File: config.mk
export PLATFORM = sky130hd
export DESIGN_NAME = mc_datapath
export DESIGN_NICKNAME = d
export VERILOG_FILES = /design/src/rtl/mc_pkg.sv /design/src/rtl/mc_datapath_condcheck.sv /design/src/rtl/mc_datapath.sv
export SDC_FILE = /design/constraint.sdc
export NUM_CORES = 2
export LEC_CHECK = 0
export ABC_AREA = 0
export CAP_MARGIN = 30
export CORE_AREA = 5 5 253 255
export CTS_CLUSTER_DIAMETER = 80
export CTS_CLUSTER_SIZE = 24
export DETAILED_ROUTE_END_ITERATION = 12
export DIE_AREA = 0 0 258 260
export PLACE_DENSITY = 0.89
export SLEW_MARGIN = 10
export SYNTH_ARGS = -nofsm -noshare
export SYNTH_HDL_FRONTEND = slang
export SYNTH_SLANG_ARGS = --single-unit
File: constraint.sdc
create_clock -name clk -period 5.5 [get_ports clk]
set_input_delay 0.55 -clock clk [delete_from_list [all_inputs] [get_ports clk]]
set_output_delay 0.55 -clock clk [all_outputs]
set_load 0.01 [all_outputs]
File: src/rtl/mc_pkg.sv
// Shared types and constants for the multicycle datapath.
// Latency: none, declarations only.
// Backpressure: not applicable.
// Contents: sequencer states, ALU op codes, immediate formats,
// condition codes, and the immediate extension helper.
package mc_pkg;

  typedef enum logic [2:0] {
    FETCH,
    DECODE,
    EXECUTE,
    ALUWB,
    MEM,
    MEMWB
  } state_t;

  localparam logic [1:0] ALU_ADD = 2'b00;
  localparam logic [1:0] ALU_SUB = 2'b01;
  localparam logic [1:0] ALU_AND = 2'b10;
  localparam logic [1:0] ALU_ORR = 2'b11;

  localparam logic [1:0] IMM_8  = 2'b00;
  localparam logic [1:0] IMM_12 = 2'b01;
  localparam logic [1:0] IMM_BR = 2'b10;

  localparam logic [3:0] COND_EQ = 4'b0000;
  localparam logic [3:0] COND_NE = 4'b0001;
  localparam logic [3:0] COND_CS = 4'b0010;
  localparam logic [3:0] COND_CC = 4'b0011;
  localparam logic [3:0] COND_MI = 4'b0100;
  localparam logic [3:0] COND_PL = 4'b0101;
  localparam logic [3:0] COND_VS = 4'b0110;
  localparam logic [3:0] COND_VC = 4'b0111;
  localparam logic [3:0] COND_HI = 4'b1000;
  localparam logic [3:0] COND_LS = 4'b1001;
  localparam logic [3:0] COND_GE = 4'b1010;
  localparam logic [3:0] COND_LT = 4'b1011;
  localparam logic [3:0] COND_GT = 4'b1100;
  localparam logic [3:0] COND_LE = 4'b1101;
  localparam logic [3:0] COND_AL = 4'b1110;

  // Branch offsets are word counts, hence the sign-extend and shift by 2.
  function automatic logic [31:0] extend_imm(input logic [23:0] imm, input logic [1:0] src);
    case (src)
      IMM_8:   return {24'b0, imm[7:0]};
      IMM_12:  return {20'b0, imm[11:0]};
      IMM_BR:  return {{6{imm[23]}}, imm, 2'b00};
      default: return '0;
    endcase
  endfunction

endpackage

File: src/rtl/mc_datapath_condcheck.sv
// ARM condition evaluation against the registered NZCV flags.
// Latency: combinational.
// Backpressure: not applicable.
// Ports: cond = instruction bits [31:28], nzcv = {N,Z,C,V}, condpass = execute enable.
module condcheck
  import mc_pkg::*;
(
  input  logic [3:0] cond,
  input  logic [3:0] nzcv,
  output logic       condpass
);

  logic n, z, c, v;

  always_comb begin
    {n, z, c, v} = nzcv;
    condpass = 1'b0;
    case (cond)
      COND_EQ: condpass = z;
      COND_NE: condpass = ~z;
      COND_CS: condpass = c;
      COND_CC: condpass = ~c;
      COND_MI: condpass = n;
      COND_PL: condpass = ~n;
      COND_VS: condpass = v;
      COND_VC: condpass = ~v;
      COND_HI: condpass = c & ~z;
      COND_LS: condpass = ~c | z;
      COND_GE: condpass = (n == v);
      COND_LT: condpass = (n != v);
      COND_GT: condpass = ~z & (n == v);
      COND_LE: condpass = z | (n != v);
      COND_AL: condpass = 1'b1;
      default: condpass = 1'b0;  // 1111 never executes
    endcase
  end

endmodule

File: src/rtl/mc_datapath.sv
// Multicycle ARM-subset datapath with built-in FETCH..MEMWB sequencer.
// Latency: 3 cycles (branch/cond-fail), 4 (ALU/store), 5 (load), plus wait states.
// Backpressure: stalls in FETCH/MEM while mem_req && !mem_ready; request fields held.
// Ports: decoder controls in (sampled DECODE..MEMWB), unified memory req/ready
// port, Instr/PC/ALUFlags state out, retire pulse and busy status.
module mc_datapath
  import mc_pkg::*;
#(
  parameter logic [31:0] RESET_PC = 32'h0,
  parameter int          NREG     = 16      // 8 or 16; top index is the PC
)
(
  input  logic        clk,
  input  logic        reset,
  input  logic [1:0]  RegSrc,
  input  logic [1:0]  ImmSrc,
  input  logic        ALUSrc,
  input  logic [1:0]  ALUControl,
  input  logic        FlagW,
  input  logic        OpMem,
  input  logic        MemW,
  input  logic        OpBr,
  input  logic        RegW,
  input  logic        MemtoReg,
  output logic        mem_req,
  output logic        mem_we,
  output logic [31:0] mem_addr,
  output logic [31:0] mem_wdata,
  input  logic [31:0] mem_rdata,
  input  logic        mem_ready,
  output logic [31:0] Instr,
  output logic [31:0] PC,
  output logic [3:0]  ALUFlags,
  output logic        retire,
  output logic        busy
);

  localparam int             AW    = (NREG == 8) ? 3 : 4;
  localparam logic [AW-1:0]  PCIDX = AW'(NREG - 1);

  state_t        state, state_n;
  logic          req_en;  // holds off the first request until a clock after reset release
  logic [31:0]   a_q, b_q, alu_q, data_q;
  logic [31:0]   rf [NREG];

  logic          ir_en, ab_en, alu_en, flag_en, br_en, data_en, wb_en;
  logic [AW-1:0] ra1, ra2, rd;
  logic [31:0]   rd1, rd2, imm, srcb, b_eff, alu_res, wb_val;
  logic [32:0]   sum;
  logic          arith, condpass;
  logic [3:0]    alu_nzcv;

  condcheck u_condcheck (
    .cond     (Instr[31:28]),
    .nzcv     (ALUFlags),
    .condpass (condpass)
  );

  // Register reads; the PC alias reads one word ahead of the already-incremented PC.
  always_comb begin
    ra1 = RegSrc[0] ? PCIDX : Instr[16 +: AW];
    ra2 = RegSrc[1] ? Instr[12 +: AW] : Instr[0 +: AW];
    rd  = Instr[12 +: AW];
    rd1 = (ra1 == PCIDX) ? PC + 32'd4 : rf[ra1];
    rd2 = (ra2 == PCIDX) ? PC + 32'd4 : rf[ra2];
    wb_val = MemtoReg ? data_q : alu_q;
  end

  // ALU: subtraction is A + ~B + 1 so carry is the no-borrow flag.
  always_comb begin
    imm   = extend_imm(Instr[23:0], ImmSrc);
    srcb  = ALUSrc ? imm : b_q;
    b_eff = (ALUControl == ALU_SUB) ? ~srcb : srcb;
    sum   = {1'b0, a_q} + {1'b0, b_eff} + {32'b0, (ALUControl == ALU_SUB)};
    case (ALUControl)
      ALU_AND: alu_res = a_q & srcb;
      ALU_ORR: alu_res = a_q | srcb;
      default: alu_res = sum[31:0];
    endcase
    arith    = ~ALUControl[1];
    alu_nzcv = {alu_res[31], (alu_res == '0), arith & sum[32],
                arith & (a_q[31] == b_eff[31]) & (sum[31] != a_q[31])};
  end

  always_ff @(posedge clk or negedge reset) begin
    if (!reset) begin
      state  <= FETCH;
      req_en <= 1'b0;
    end else begin
      state  <= state_n;
      req_en <= 1'b1;
    end
  end

  always_comb begin
    state_n   = state;
    mem_req   = 1'b0;
    mem_we    = 1'b0;
    mem_addr  = PC;
    mem_wdata = b_q;
    retire    = 1'b0;
    ir_en     = 1'b0;
    ab_en     = 1'b0;
    alu_en    = 1'b0;
    flag_en   = 1'b0;
    br_en     = 1'b0;
    data_en   = 1'b0;
    wb_en     = 1'b0;
    busy      = (state != FETCH);
    case (state)
      FETCH: begin
        mem_req = req_en;
        if (req_en && mem_ready) begin
          ir_en   = 1'b1;
          state_n = DECODE;
        end
      end
      DECODE: begin
        ab_en   = 1'b1;
        state_n = EXECUTE;
      end
      EXECUTE: begin
        if (!condpass) begin
          retire  = 1'b1;
          state_n = FETCH;
        end else begin
          flag_en = FlagW;
          if (OpBr) begin
            br_en   = 1'b1;
            retire  = 1'b1;
            state_n = FETCH;
          end else begin
            alu_en  = 1'b1;
            state_n = OpMem ? MEM : ALUWB;
          end
        end
      end
      ALUWB: begin
        wb_en   = RegW;
        retire  = 1'b1;
        state_n = FETCH;
      end
      MEM: begin
        mem_req  = 1'b1;
        mem_addr = alu_q;
        mem_we   = MemW;
        if (mem_ready) begin
          if (MemW) begin
            retire  = 1'b1;
            state_n = FETCH;
          end else begin
            data_en = 1'b1;
            state_n = MEMWB;
          end
        end
      end
      MEMWB: begin
        wb_en   = RegW;
        retire  = 1'b1;
        state_n = FETCH;
      end
      default: state_n = FETCH;
    endcase
  end

  always_ff @(posedge clk or negedge reset) begin
    if (!reset) begin
      PC       <= RESET_PC;
      Instr    <= '0;
      ALUFlags <= '0;
      a_q      <= '0;
      b_q      <= '0;
      alu_q    <= '0;
      data_q   <= '0;
    end else begin
      if (ir_en)   Instr    <= mem_rdata;
      if (ab_en)   a_q      <= rd1;
      if (ab_en)   b_q      <= rd2;
      if (alu_en)  alu_q    <= alu_res;
      if (flag_en) ALUFlags <= alu_nzcv;
      if (data_en) data_q   <= mem_rdata;
      if (ir_en)
        PC <= PC + 32'd4;
      else if (br_en)
        PC <= alu_res;
      else if (wb_en && (rd == PCIDX))
        PC <= wb_val;
    end
  end

  // Register file is deliberately not reset.
  always_ff @(posedge clk) begin
    if (wb_en && (rd != PCIDX))
      rf[rd] <= wb_val;
  end

endmodule

==> out/results.ini <==
[grt]
antenna_found_initial = 4
grt_pass1_vias = 28604
grt_usage_pct = 36.28
grt_start_max_net_pins = 102
grt_pass1_wl_um = 183500
grt_remaining_overflow = 0

[clock_network]
clk_latency_ns = 0.60
cts_root_buffer = clkbuf_16
cts_made_buffers = 37
cts_sinks = 710
clkSlewWorstSetupHoldPaths_ns = 0.10
postCtsHoldBufs = 0
clock_path_buffers = 3
cts_setup_buffers = 0
cts-htree-levels = 2
cts_tree = done
ctsResizeCount = 0

[placed_design]
io_buffers = 183
dp_cells = 3888
gp_congestion = 1.053
place_ws_ns = -0.1033
hpwl_um = 82920

[logic_synthesis]
synth_warnings = 0
ys_seq_area_share_pct = 55.60
postSynthAreaPerCell_um2 = 12.28
async_flop_share_pct = 28.17
netlist.top_cell.by_area = edfxtp_1
synth_top_area_share_pct = 41.90
synth_edf_count = 510
ys.flop_type = edfxtp_1
synth-seq-cells = 710
synth_area_um2 = 36550
ys_types = 75
yosys-top-cells-area = edfxtp_1 42%, dfrtp_1 14%, mux4_2 9.9%
syn_inst = 2976
synthTopCellsByCount = 510 x edfxtp_1, 430 x nand2_1, 200 x dfrtp_1, 187 x nor2_1, 174 x clkbuf_1
yosysMostFrequentCell = edfxtp_1

[sta]
slew_violations = 0
setup_ws_ns = 0.3648
setup_viol = 0
worstMarginPinSlew_ns = 1.076
clock_skew_ns = 0.02633
holdWs_ns = -0.002032
min_period_over_period_pct = 93.37
hold_viol = 3
fin_crit_ns = 5.135
slew_headroom_pct = 28.26
rsz0062_at_grt = no
timing.fmax_mhz = 194.7

[route]
post-route-drc-count = 0
routed_via_density = 7.420
drt_iter0_drc = 5019
ant_nets = 0
vias = 29279
wl_per_cell_um = 31.72
firstDrtPassIters = 8
routed_wl_um = 125200

[cells_and_area]
area_growth_pct = 12.42
drive_above_1_share_pct = 16.42
n_fill_cell = 4068
final_core_util_pct = 66.95
nets = 3221
final_cells = 3946
multi_input_area_um2 = 15610
regArea_um2 = 20320

[setup_path]
crit_path_max_fanout = 10
arrival_ns = 5.63
critPathRequiredTime_ns = 6.00
end_kind = flip-flop
crit_type = in -> reg
start_kind = input pin

[power_and_ir_drop]
p_leak_nw = 14.94
peakVddDrop_v = 0.0003241
power_density_nw_per_um2 = 559.6

[die]
die_area_um2 = 67080
start_util_pct = 59.55
core_um2 = 61370
io-pin-count = 184
placementRows = 91
fp.dieH_um = 260
die_w_um = 258

[job]
drv_cap = 0

[run_status]
violations = negative hold slack
status = complete, but fails checks

[hold_path]
hold_class = in -> async

[metal layers]
metal | GRT usage (%) | wire length, µm | up-vias
li1 | - | - | 11702
met1 | 48.66 | 42530 | 14149
met2 | 56.44 | 56750 | 2860
met3 | 10.39 | 19470 | 560
met4 | 15.13 | 6330 | 8
met5 | 0 | 107 | -
[cells in the final DEF (no fill, tap or decap), types with 84 or more instances in the layout]
master,count
mux4_2,161
a21oi_1,84
nor2_1,169
clkdlybuf4s50_1,180
mux2i_1,97
o21ai_0,168
mux2_2,121
edfxtp_1,510
nand3_1,113
dfrtp_1,199
buf_4,118
nand2_1,428
[final cells by class]
class                      count  share of cell area (%)
sequential                   710                   49.46
multi-input combinational   2051                   38.00
timing repair buffer         314                   7.257
clock buffer                  47                   2.448
tap                          790                   2.406
inverter                      26                  0.2375
clock inverter                 7                  0.1827
antenna                        1                0.006090
[state kept, by name, summed over array words and instances, names as in the netlist]
register / count
alu_q: 32
data_q: 32
PC: 32
ALUFlags: 4
req_en: 1
state: 3
Instr: 32
rf: 510
mem_wdata: 32
a_q: 32
[cell families after synthesis]
group | share of synthesized area, %
compound gates | 11.42
xor+xnor | 1.797
fa+ha+maj | 1.588
buf+inv | 2.578
flops | 55.60
mux | 16.45
other cells | 0.02055
simple gates | 10.55
[per-stage QoR]
stage | hold WS (ns) | area (µm²) | TNS, ns | total power (W)
3_3_place_gp | 0.4616 | 39890 | -0.1051 | 0.01907
4_1_cts | 0.06969 | 41020 | 0 | 0.02250
5_1_grt | 0.09929 | 41090 | 0 | 0.02388
2_1_floorplan | 0.2544 | 36670 | 0 | 0.01470
3_5_place_dp | 0.4675 | 39940 | -0.1033 | 0.01947
6_report | -0.002032 | 41090 | 0 | 0.02299
[power by group]
part           switching, W  internal, W
logic               0.00705      0.00468
registers           0.00118      0.00702
clock network       0.00173      0.00133
[worst paths after layout]
kind | cells past startpoint | slack (ns) | from | to
max in group asynchronous | 2 | 4.02 | reset | a_q[22]
worst min-delay path | 1 | -0.002 | reset | Instr[7]
worst max-delay path | 17 | 0.36 | ImmSrc[1] | ALUFlags[2]
worst max register to register | 14 | 0.70 | Instr[2] | ALUFlags[2]
min in group clk | 2 | 0.50 | Instr[24] | Instr[24]
worst min register to register | 2 | 0.50 | Instr[24] | Instr[24]
[worst max-delay path: stages]
cell and delay [ns]:
clkdlybuf4s50_1 0.62, and3b_1 0.58, a22oi_1 0.20, xnor2_1 0.17
ha_1 0.44, nand2_1 0.15, nor4_1 0.40, a221oi_1 0.15
buf_4 0.16, a2111oi_0 0.65, buf_4 0.23, o31a_1 0.15
nor3_1 0.05, nor2_1 0.21, nand4_1 0.14, or4_1 0.46
o32ai_1 0.30
Power figures use the tool's default switching activity.
